[src/rtl/platform_position_if.sv]
// Platform-descriptor handshake and platform-box outputs.
// master: the descriptor producer and the consumers of the box outputs.
// slave : platform_position_control.
interface platform_position_if;
  logic       sync_platform_position;
  logic [2:0] movement_direction;
  logic [4:0] speed;
  logic [9:0] pos_x;
  logic [9:0] pos_y;
  logic [9:0] w;
  logic [9:0] h;
  logic [7:0] destroy_time;
  logic [1:0] destroy_trigger;
  logic       update_platform_position;
  logic [9:0] plat_x;
  logic [9:0] plat_y;
  logic [9:0] plat_w;
  logic [9:0] plat_h;
  logic       plat_active;

  modport master (
    output sync_platform_position, movement_direction, speed, pos_x, pos_y, w, h,
           destroy_time, destroy_trigger,
    input  update_platform_position, plat_x, plat_y, plat_w, plat_h, plat_active
  );

  modport slave (
    input  sync_platform_position, movement_direction, speed, pos_x, pos_y, w, h,
           destroy_time, destroy_trigger,
    output update_platform_position, plat_x, plat_y, plat_w, plat_h, plat_active
  );
endinterface

[src/rtl/platform_position_control.sv]
// Platform position control: latches one platform descriptor per handshake,
// acknowledges it, then moves the box on every frame_tick until it is destroyed
// by its timer and/or screen-edge rule, or replaced by a newer descriptor.
// Build option: define PLATFORM_WRAP_EN to wrap x/y around the playfield instead
// of clamping; a wrap then counts as an edge hit.
module platform_position_control #(
  parameter int SCREEN_W      = 640,
  parameter int SCREEN_H      = 480,
  parameter int DESTROY_SCALE = 10
) (
  input  logic                clk,
  input  logic                reset,
  input  logic                frame_tick,
  input  logic                time_tick,
  platform_position_if.slave  bus
);

  localparam logic [1:0] IDLE   = 2'd0;
  localparam logic [1:0] ACK    = 2'd1;
  localparam logic [1:0] ACTIVE = 2'd2;

  localparam logic signed [11:0] SCR_W = 12'(SCREEN_W);
  localparam logic signed [11:0] SCR_H = 12'(SCREEN_H);
  localparam logic [11:0]        SCALE = 12'(DESTROY_SCALE);

  logic [1:0]  state_r;
  logic [2:0]  dir_r;
  logic [4:0]  speed_r;
  logic [1:0]  trig_r;
  logic [11:0] count_r;
  logic        edge_hit_r;
  logic        ack_r;
  logic        active_r;
  logic [9:0]  plat_x_r;
  logic [9:0]  plat_y_r;
  logic [9:0]  plat_w_r;
  logic [9:0]  plat_h_r;

  logic        accept_s;
  logic        dec_x_s;
  logic        inc_x_s;
  logic        dec_y_s;
  logic        inc_y_s;
  logic [10:0] step_x_s;
  logic [10:0] step_y_s;
  logic        hit_now_s;
  logic        destroy_s;

  // One-axis move: returns {edge_hit, new_position}. The sum is carried in 12 bits
  // so a start corner anywhere in the 10-bit range cannot overflow the arithmetic.
  function automatic logic [10:0] axis_step(
    input logic [9:0]         cur,
    input logic [4:0]         spd,
    input logic               dec,
    input logic               inc,
    input logic [9:0]         size,
    input logic signed [11:0] screen
  );
    logic signed [11:0] nxt;
    logic signed [11:0] lim;
    logic               hit;
    nxt = signed'({2'b00, cur});
    hit = 1'b0;
    lim = 12'sd0;
    if (dec) begin
      nxt = nxt - signed'({7'b0000000, spd});
    end else if (inc) begin
      nxt = nxt + signed'({7'b0000000, spd});
    end else begin
      nxt = nxt;
    end
`ifdef PLATFORM_WRAP_EN
    lim = signed'({2'b00, size});
    lim = 12'sd0;
    if (!(dec || inc)) begin
      hit = 1'b0;
    end else if (nxt < 12'sd0) begin
      nxt = nxt + screen;
      hit = 1'b1;
    end else if (nxt >= screen) begin
      nxt = nxt - screen;
      hit = 1'b1;
    end else begin
      hit = 1'b0;
    end
`else
    // A box at least as wide as the screen can only sit at 0.
    if (signed'({2'b00, size}) >= screen) begin
      lim = 12'sd0;
    end else begin
      lim = screen - signed'({2'b00, size});
    end
    if (!(dec || inc)) begin
      hit = 1'b0;
    end else if (nxt < 12'sd0) begin
      nxt = 12'sd0;
      hit = 1'b1;
    end else if (nxt > lim) begin
      nxt = lim;
      hit = 1'b1;
    end else begin
      hit = 1'b0;
    end
`endif
    return {hit, nxt[9:0]};
  endfunction

  // Handshake trigger, per-direction axis decode, motion and destroy decisions.
  always_comb begin
    accept_s = !bus.sync_platform_position && !ack_r;
    dec_x_s  = 1'b0;
    inc_x_s  = 1'b0;
    dec_y_s  = 1'b0;
    inc_y_s  = 1'b0;
    case (dir_r)
      3'd1:    dec_y_s = 1'b1;
      3'd2:    inc_y_s = 1'b1;
      3'd3:    dec_x_s = 1'b1;
      3'd4:    inc_x_s = 1'b1;
      3'd5:    begin dec_x_s = 1'b1; dec_y_s = 1'b1; end
      3'd6:    begin inc_x_s = 1'b1; dec_y_s = 1'b1; end
      3'd7:    begin inc_x_s = 1'b1; inc_y_s = 1'b1; end
      default: begin dec_x_s = 1'b0; inc_x_s = 1'b0; end
    endcase
    step_x_s = axis_step(plat_x_r, speed_r, dec_x_s, inc_x_s, plat_w_r, SCR_W);
    step_y_s = axis_step(plat_y_r, speed_r, dec_y_s, inc_y_s, plat_h_r, SCR_H);
    // With both ticks in one cycle the destroy rule sees this tick's motion.
    if (frame_tick) begin
      hit_now_s = step_x_s[10] || step_y_s[10];
    end else begin
      hit_now_s = edge_hit_r;
    end
    destroy_s = (trig_r[0] && (count_r == 12'd0)) || (trig_r[1] && hit_now_s);
  end

  // Control FSM: descriptor latch, acknowledge, motion and lifetime.
  always_ff @(posedge clk) begin
    if (reset) begin
      state_r    <= IDLE;
      dir_r      <= 3'd0;
      speed_r    <= 5'd0;
      trig_r     <= 2'd0;
      count_r    <= 12'd0;
      edge_hit_r <= 1'b0;
      ack_r      <= 1'b0;
      active_r   <= 1'b0;
      plat_x_r   <= 10'd0;
      plat_y_r   <= 10'd0;
      plat_w_r   <= 10'd0;
      plat_h_r   <= 10'd0;
    end else if (accept_s && ((state_r == IDLE) || (state_r == ACTIVE))) begin
      // Accept wins over both ticks; the old box, if any, is replaced.
      state_r    <= ACK;
      dir_r      <= bus.movement_direction;
      speed_r    <= bus.speed;
      trig_r     <= bus.destroy_trigger;
      count_r    <= {4'b0000, bus.destroy_time} * SCALE;
      edge_hit_r <= 1'b0;
      ack_r      <= 1'b1;
      active_r   <= 1'b1;
      plat_x_r   <= bus.pos_x;
      plat_y_r   <= bus.pos_y;
      plat_w_r   <= bus.w;
      plat_h_r   <= bus.h;
    end else begin
      case (state_r)
        IDLE: begin
          state_r <= IDLE;
        end
        ACK: begin
          if (bus.sync_platform_position) begin
            ack_r   <= 1'b0;
            state_r <= ACTIVE;
          end
        end
        ACTIVE: begin
          if (frame_tick) begin
            plat_x_r   <= step_x_s[9:0];
            plat_y_r   <= step_y_s[9:0];
            edge_hit_r <= step_x_s[10] || step_y_s[10];
          end
          if (time_tick) begin
            if (destroy_s) begin
              active_r <= 1'b0;
              state_r  <= IDLE;
            end else if (trig_r[0]) begin
              count_r <= count_r - 12'd1;
            end
          end
        end
        default: begin
          state_r  <= IDLE;
          ack_r    <= 1'b0;
          active_r <= 1'b0;
        end
      endcase
    end
  end

  assign bus.update_platform_position = ack_r;
  assign bus.plat_x                   = plat_x_r;
  assign bus.plat_y                   = plat_y_r;
  assign bus.plat_w                   = plat_w_r;
  assign bus.plat_h                   = plat_h_r;
  assign bus.plat_active              = active_r;

endmodule

[src/flat_wrapper.sv]
// flat-port wrapper written by rule: the top's interface ports become plain ports
module platform_position_control_flat 
#(
  parameter int SCREEN_W      = 640,
  parameter int SCREEN_H      = 480,
  parameter int DESTROY_SCALE = 10
)
  (clk, reset, frame_tick, time_tick, bus_sync_platform_position, bus_movement_direction, bus_speed, bus_pos_x, bus_pos_y, bus_w, bus_h, bus_destroy_time, bus_destroy_trigger, bus_update_platform_position, bus_plat_x, bus_plat_y, bus_plat_w, bus_plat_h, bus_plat_active);
  platform_position_if bus_i ();
  input  logic clk;
  input  logic reset;
  input  logic frame_tick;
  input  logic time_tick;
  input wire logic [$bits(bus_i.sync_platform_position)-1:0] bus_sync_platform_position;
  input wire logic [$bits(bus_i.movement_direction)-1:0] bus_movement_direction;
  input wire logic [$bits(bus_i.speed)-1:0] bus_speed;
  input wire logic [$bits(bus_i.pos_x)-1:0] bus_pos_x;
  input wire logic [$bits(bus_i.pos_y)-1:0] bus_pos_y;
  input wire logic [$bits(bus_i.w)-1:0] bus_w;
  input wire logic [$bits(bus_i.h)-1:0] bus_h;
  input wire logic [$bits(bus_i.destroy_time)-1:0] bus_destroy_time;
  input wire logic [$bits(bus_i.destroy_trigger)-1:0] bus_destroy_trigger;
  output wire logic [$bits(bus_i.update_platform_position)-1:0] bus_update_platform_position;
  output wire logic [$bits(bus_i.plat_x)-1:0] bus_plat_x;
  output wire logic [$bits(bus_i.plat_y)-1:0] bus_plat_y;
  output wire logic [$bits(bus_i.plat_w)-1:0] bus_plat_w;
  output wire logic [$bits(bus_i.plat_h)-1:0] bus_plat_h;
  output wire logic [$bits(bus_i.plat_active)-1:0] bus_plat_active;
  assign bus_i.sync_platform_position = bus_sync_platform_position;
  assign bus_i.movement_direction = bus_movement_direction;
  assign bus_i.speed = bus_speed;
  assign bus_i.pos_x = bus_pos_x;
  assign bus_i.pos_y = bus_pos_y;
  assign bus_i.w = bus_w;
  assign bus_i.h = bus_h;
  assign bus_i.destroy_time = bus_destroy_time;
  assign bus_i.destroy_trigger = bus_destroy_trigger;
  assign bus_update_platform_position = bus_i.update_platform_position;
  assign bus_plat_x = bus_i.plat_x;
  assign bus_plat_y = bus_i.plat_y;
  assign bus_plat_w = bus_i.plat_w;
  assign bus_plat_h = bus_i.plat_h;
  assign bus_plat_active = bus_i.plat_active;
  platform_position_control #(.SCREEN_W(SCREEN_W), .SCREEN_H(SCREEN_H), .DESTROY_SCALE(DESTROY_SCALE)) u_core (.clk(clk), .reset(reset), .frame_tick(frame_tick), .time_tick(time_tick), .bus(bus_i));
endmodule
[config.mk]
export PLATFORM = sky130hd
export DESIGN_NAME = platform_position_control_flat
export DESIGN_NICKNAME = d
export VERILOG_FILES = /design/src/rtl/platform_position_if.sv /design/src/rtl/platform_position_control.sv /design/src/flat_wrapper.sv
export SDC_FILE = /design/constraint.sdc
export NUM_CORES = 1
export LEC_CHECK = 0
export ABC_AREA = 1
export ABC_CLOCK_PERIOD_IN_PS = 8600
export CELL_PAD_IN_SITES_DETAIL_PLACEMENT = 0
export CELL_PAD_IN_SITES_GLOBAL_PLACEMENT = 1
export CORE_UTILIZATION = 41
export CTS_BUF_LIST = sky130_fd_sc_hd__clkbuf_2 sky130_fd_sc_hd__clkbuf_4 sky130_fd_sc_hd__clkbuf_8
export DETAILED_ROUTE_END_ITERATION = 10
export PLACE_DENSITY = 0.86
export SLEW_MARGIN = 20
export SYNTH_ARGS = -nofsm -noshare
export SYNTH_HDL_FRONTEND = slang
export SYNTH_SLANG_ARGS = --single-unit
[constraint.sdc]
create_clock -name clk -period 8.6 [get_ports clk]
set_input_delay 0.86 -clock clk [delete_from_list [all_inputs] [get_ports clk]]
set_output_delay 0.86 -clock clk [all_outputs]
set_load 0.01 [all_outputs]
==> impl_metrics.py <==
metrics = {
    "worst_hold_path": {
        "hold_path.class": "flip-flop to flip-flop",
        "whs_endpoint": "u_core.count_r[10]",
        "hp-start": "u_core.count_r[10]",
        "hold_path_depth": 2,
    },
    "sta": {
        "hold-worst-slack_ns": 0.489,
        "setup_violations": 0,
        "hold_viol": 0,
        "relSlewSlack": 0.399,
        "post-route-period-util": 0.493,
        "fmax_mhz": 236,
        "tightest_slew_ns": 0.900,
        "finalSetupTns_ns": 0,
        "rsz0062_at_grt": "no",
        "fin_crit_ns": 4.24,
        "fin_skew_ns": 0.0166,
        "slew_violations": 0,
    },
    "cells_and_area": {
        "drive_above_1_share": 0.0433,
        "fin_nets": 1137,
        "layout_common_cells": "nand2_1, inv_1, nor2_1, clkdlybuf4s50_1, o21ai_0",
        "antennaDiodeCount": 0,
        "area_growth_syn_to_layout_pct": 24.4,
        "ff_latch_area_um2": 1340,
        "layout_commonest_cell": "nand2_1",
        "instances_no_fill": 1191,
        "design_area_um2": 7170,
        "multi_input_area_um2": 3830,
        "fillers": 1434,
    },
    "worst_setup_path": {
        "worst_r2r_endpoint": "u_core.count_r[1]",
        "r2r_start": "u_core.bus.plat_x[0]",
        "timing.reg2reg.setup_slack_ns": 4.36,
        "slowest_delay_ns": 0.45,
        "cp-start-kind": "flip-flop",
        "crit_arrival_ns": 4.50,
        "startpoint": "u_core.bus.plat_x[0]",
        "required_ns": 8.86,
        "end_kind": "flip-flop",
        "crit_path_max_fanout": 18,
        "cpMostUsedCell": "nand2_1",
        "criticalPathCategory": "flip-flop to flip-flop",
        "slowest_stage": "dfxtp_1",
        "rr_worst_depth": 28,
    },
    "clock_network": {
        "htreeDepth": 3,
        "postCtsHoldBufs": 0,
        "cts_inserted_buffers": 9,
        "cts_tree": "done",
        "clk_path_buf_depth": 2,
        "clock-sinks": 67,
        "post_cts_buffers": 0,
        "clockRootBuffer": "clkbuf_8",
        "clkTransAtPathRegs_ns": 0.08,
        "clk_latency_ns": 0.36,
        "ctsResizeCount": 0,
    },
    "logic_synthesis": {
        "synth_nets": 1043,
        "syn_area_um2": 5760,
        "yosysUniqueCellTypes": 43,
        "synth_seq_cells": 67,
        "ys_seq_area_frac": 0.233,
        "syn_inst": 916,
        "synthFlopType": "dfxtp_1",
        "ys_warn_count": 0,
        "synthArstFlopShare": 0,
        "synth_area_per_cell_um2": 6.29,
        "synth_edf_count": 0,
    },
    "placement": {
        "place.gp.congestion": 0.892,
        "place_hpwl_um": 12600,
        "placedInstanceArea_um2": 6950,
        "port_buffers": 104,
        "placed_cells": 1175,
    },
    "drt": {
        "ant_nets": 0,
        "wire_per_inst_um": 13.4,
        "first_iter_violations": 337,
        "via_per_inst": 5.02,
        "vias": 5982,
        "drc": 0,
        "finalWirelength_um": 16000,
        "drt_first_pass_iters": 5,
    },
    "floorplan": {
        "design.core.area_um2": 13500,
        "die_w_um": 121,
        "die_height_um": 121,
        "pin_count": 105,
        "fp-row-count": 42,
        "dieArea_um2": 14500,
        "start_util": 0.428,
    },
    "grt": {
        "antenna_found_initial": 0,
        "grtUsageTotal": 0.233,
        "grt_pass1_vias": 5460,
        "grt_overflow_total": 0,
        "grt_max_degree": 55,
        "grt_pass1_wl_um": 26900,
    },
    "power_and_ir_drop": {
        "power_frac_clock": 0.247,
        "p_int_uw": 720,
        "p_sw_frac": 0.399,
        "vdd_drop_max_mv": 0.0794,
        "pwr-share-comb": 0.439,
        "p_seq_frac": 0.314,
        "power_density_nw_per_um2": 167,
        "power_uw": 1200,
        "leakage_uw": 0.00341,
        "power_switching_uw": 478,
    },
    "run_status": {
        "status": "completed",
    },
    "job": {
        "maxCapViolCount": 0,
    },
}
cell type report:
type,instances,share of cell area
flip-flops and latches,67,0.187
inverters,132,0.0691
multi-input cells,694,0.535
repair buffers,106,0.147
well taps,176,0.0307
clock inverters,3,0.00611
clock buffers,13,0.0250
synth_stat cells (all sizes together) (2+ instances only):
cell type,count,share of area
or2,9,0.0098
a21oi,59,0.051
nor2,121,0.081
a31oi,16,0.017
nand2,231,0.15
o21bai,3,0.0039
ha,59,0.13
xnor2,3,0.0046
nand3,42,0.040
inv,132,0.086
a32oi,2,0.0030
clkbuf,18,0.012
nor3b,2,0.0026
o21a,2,0.0026
xor2,18,0.027
nor3,8,0.0078
o21ai,75,0.066
dfxtp,67,0.23
nand4,14,0.015
fa,5,0.017
o211ai,15,0.020
buf,5,0.0054
o22ai,2,0.0022
metal layers:
| layer | GRT usage | share of wire | vias to the layer above |
|---|---|---|---|
| met4 | 0.0718 | 0.015 | 0 |
| li1 | - | - | 3174 |
| met5 | 0 | 0 | - |
| met3 | 0.0340 | 0.044 | 19 |
| met1 | 0.346 | 0.52 | 2647 |
| met2 | 0.341 | 0.42 | 142 |
stage by stage:
stage,setup slack (ns),util
floorplan,5.00,-
global placement,4.31,0.516
detailed placement,4.37,0.516
CTS,4.37,0.533
global route,3.91,0.533
finish,4.36,0.533
power groups by stage:
stage	Clock, uW	Sequential (uW)	Combinational (uW)
2_1_floorplan	0	382	362
3_3_place_gp	0	383	528
3_5_place_dp	0	384	525
4_1_cts	300	377	529
5_1_grt	315	382	607
6_report	296	377	526
worst max-delay path by stage:
stage                                      end  slack [ns]  cells after the start
after floorplan              u_core.count_r[8]        5.00                     29
after global placement       u_core.count_r[1]        4.31                     28
after detailed placement     u_core.count_r[1]        4.37                     28
after CTS                 u_core.bus.plat_y[2]        4.37                     24
after global routing      u_core.bus.plat_y[2]        3.91                     24
final                        u_core.count_r[1]        4.36                     28
worst max-delay path: cells and delay by family, from the launching register on:
family | cells | cell delay [ns]
AND/OR/NAND/NOR | 17 | 1.62
buffers and inverters | 3 | 0.20
XOR/XNOR | 1 | 0.24
flip-flops | 1 | 0.45
AO/OA/AOI/OAI | 4 | 0.70
adder cells (fa/ha/maj) | 3 | 0.92
cell families (layout without fill, tap and decap cells):
family                     Yosys count  in the layout  share of synthesized area
and+or+nand+nor                    428            428                      0.311
AOI/OAI and AO/OA                  180            180                      0.175
buffers and inverters              155            254                      0.103
DFF                                 67             67                      0.233
adders and majority gates           64             64                      0.145
xor gates and xnor gates            21             21                     0.0319
other                                1              1                   0.000651
registers in the layout, indices dropped and copies added (netlist names):
register                             count
u_core.bus.plat_y                       10
u_core.bus.plat_h                       10
u_core.state_r                           2
u_core.bus.update_platform_position      1
u_core.trig_r                            2
u_core.bus.plat_active                   1
u_core.count_r                          12
u_core.bus.plat_w                       10
u_core.dir_r                             3
u_core.bus.plat_x                       10
u_core.edge_hit_r                        1
u_core.speed_r                           5
Power figures use the tool's default switching activity.
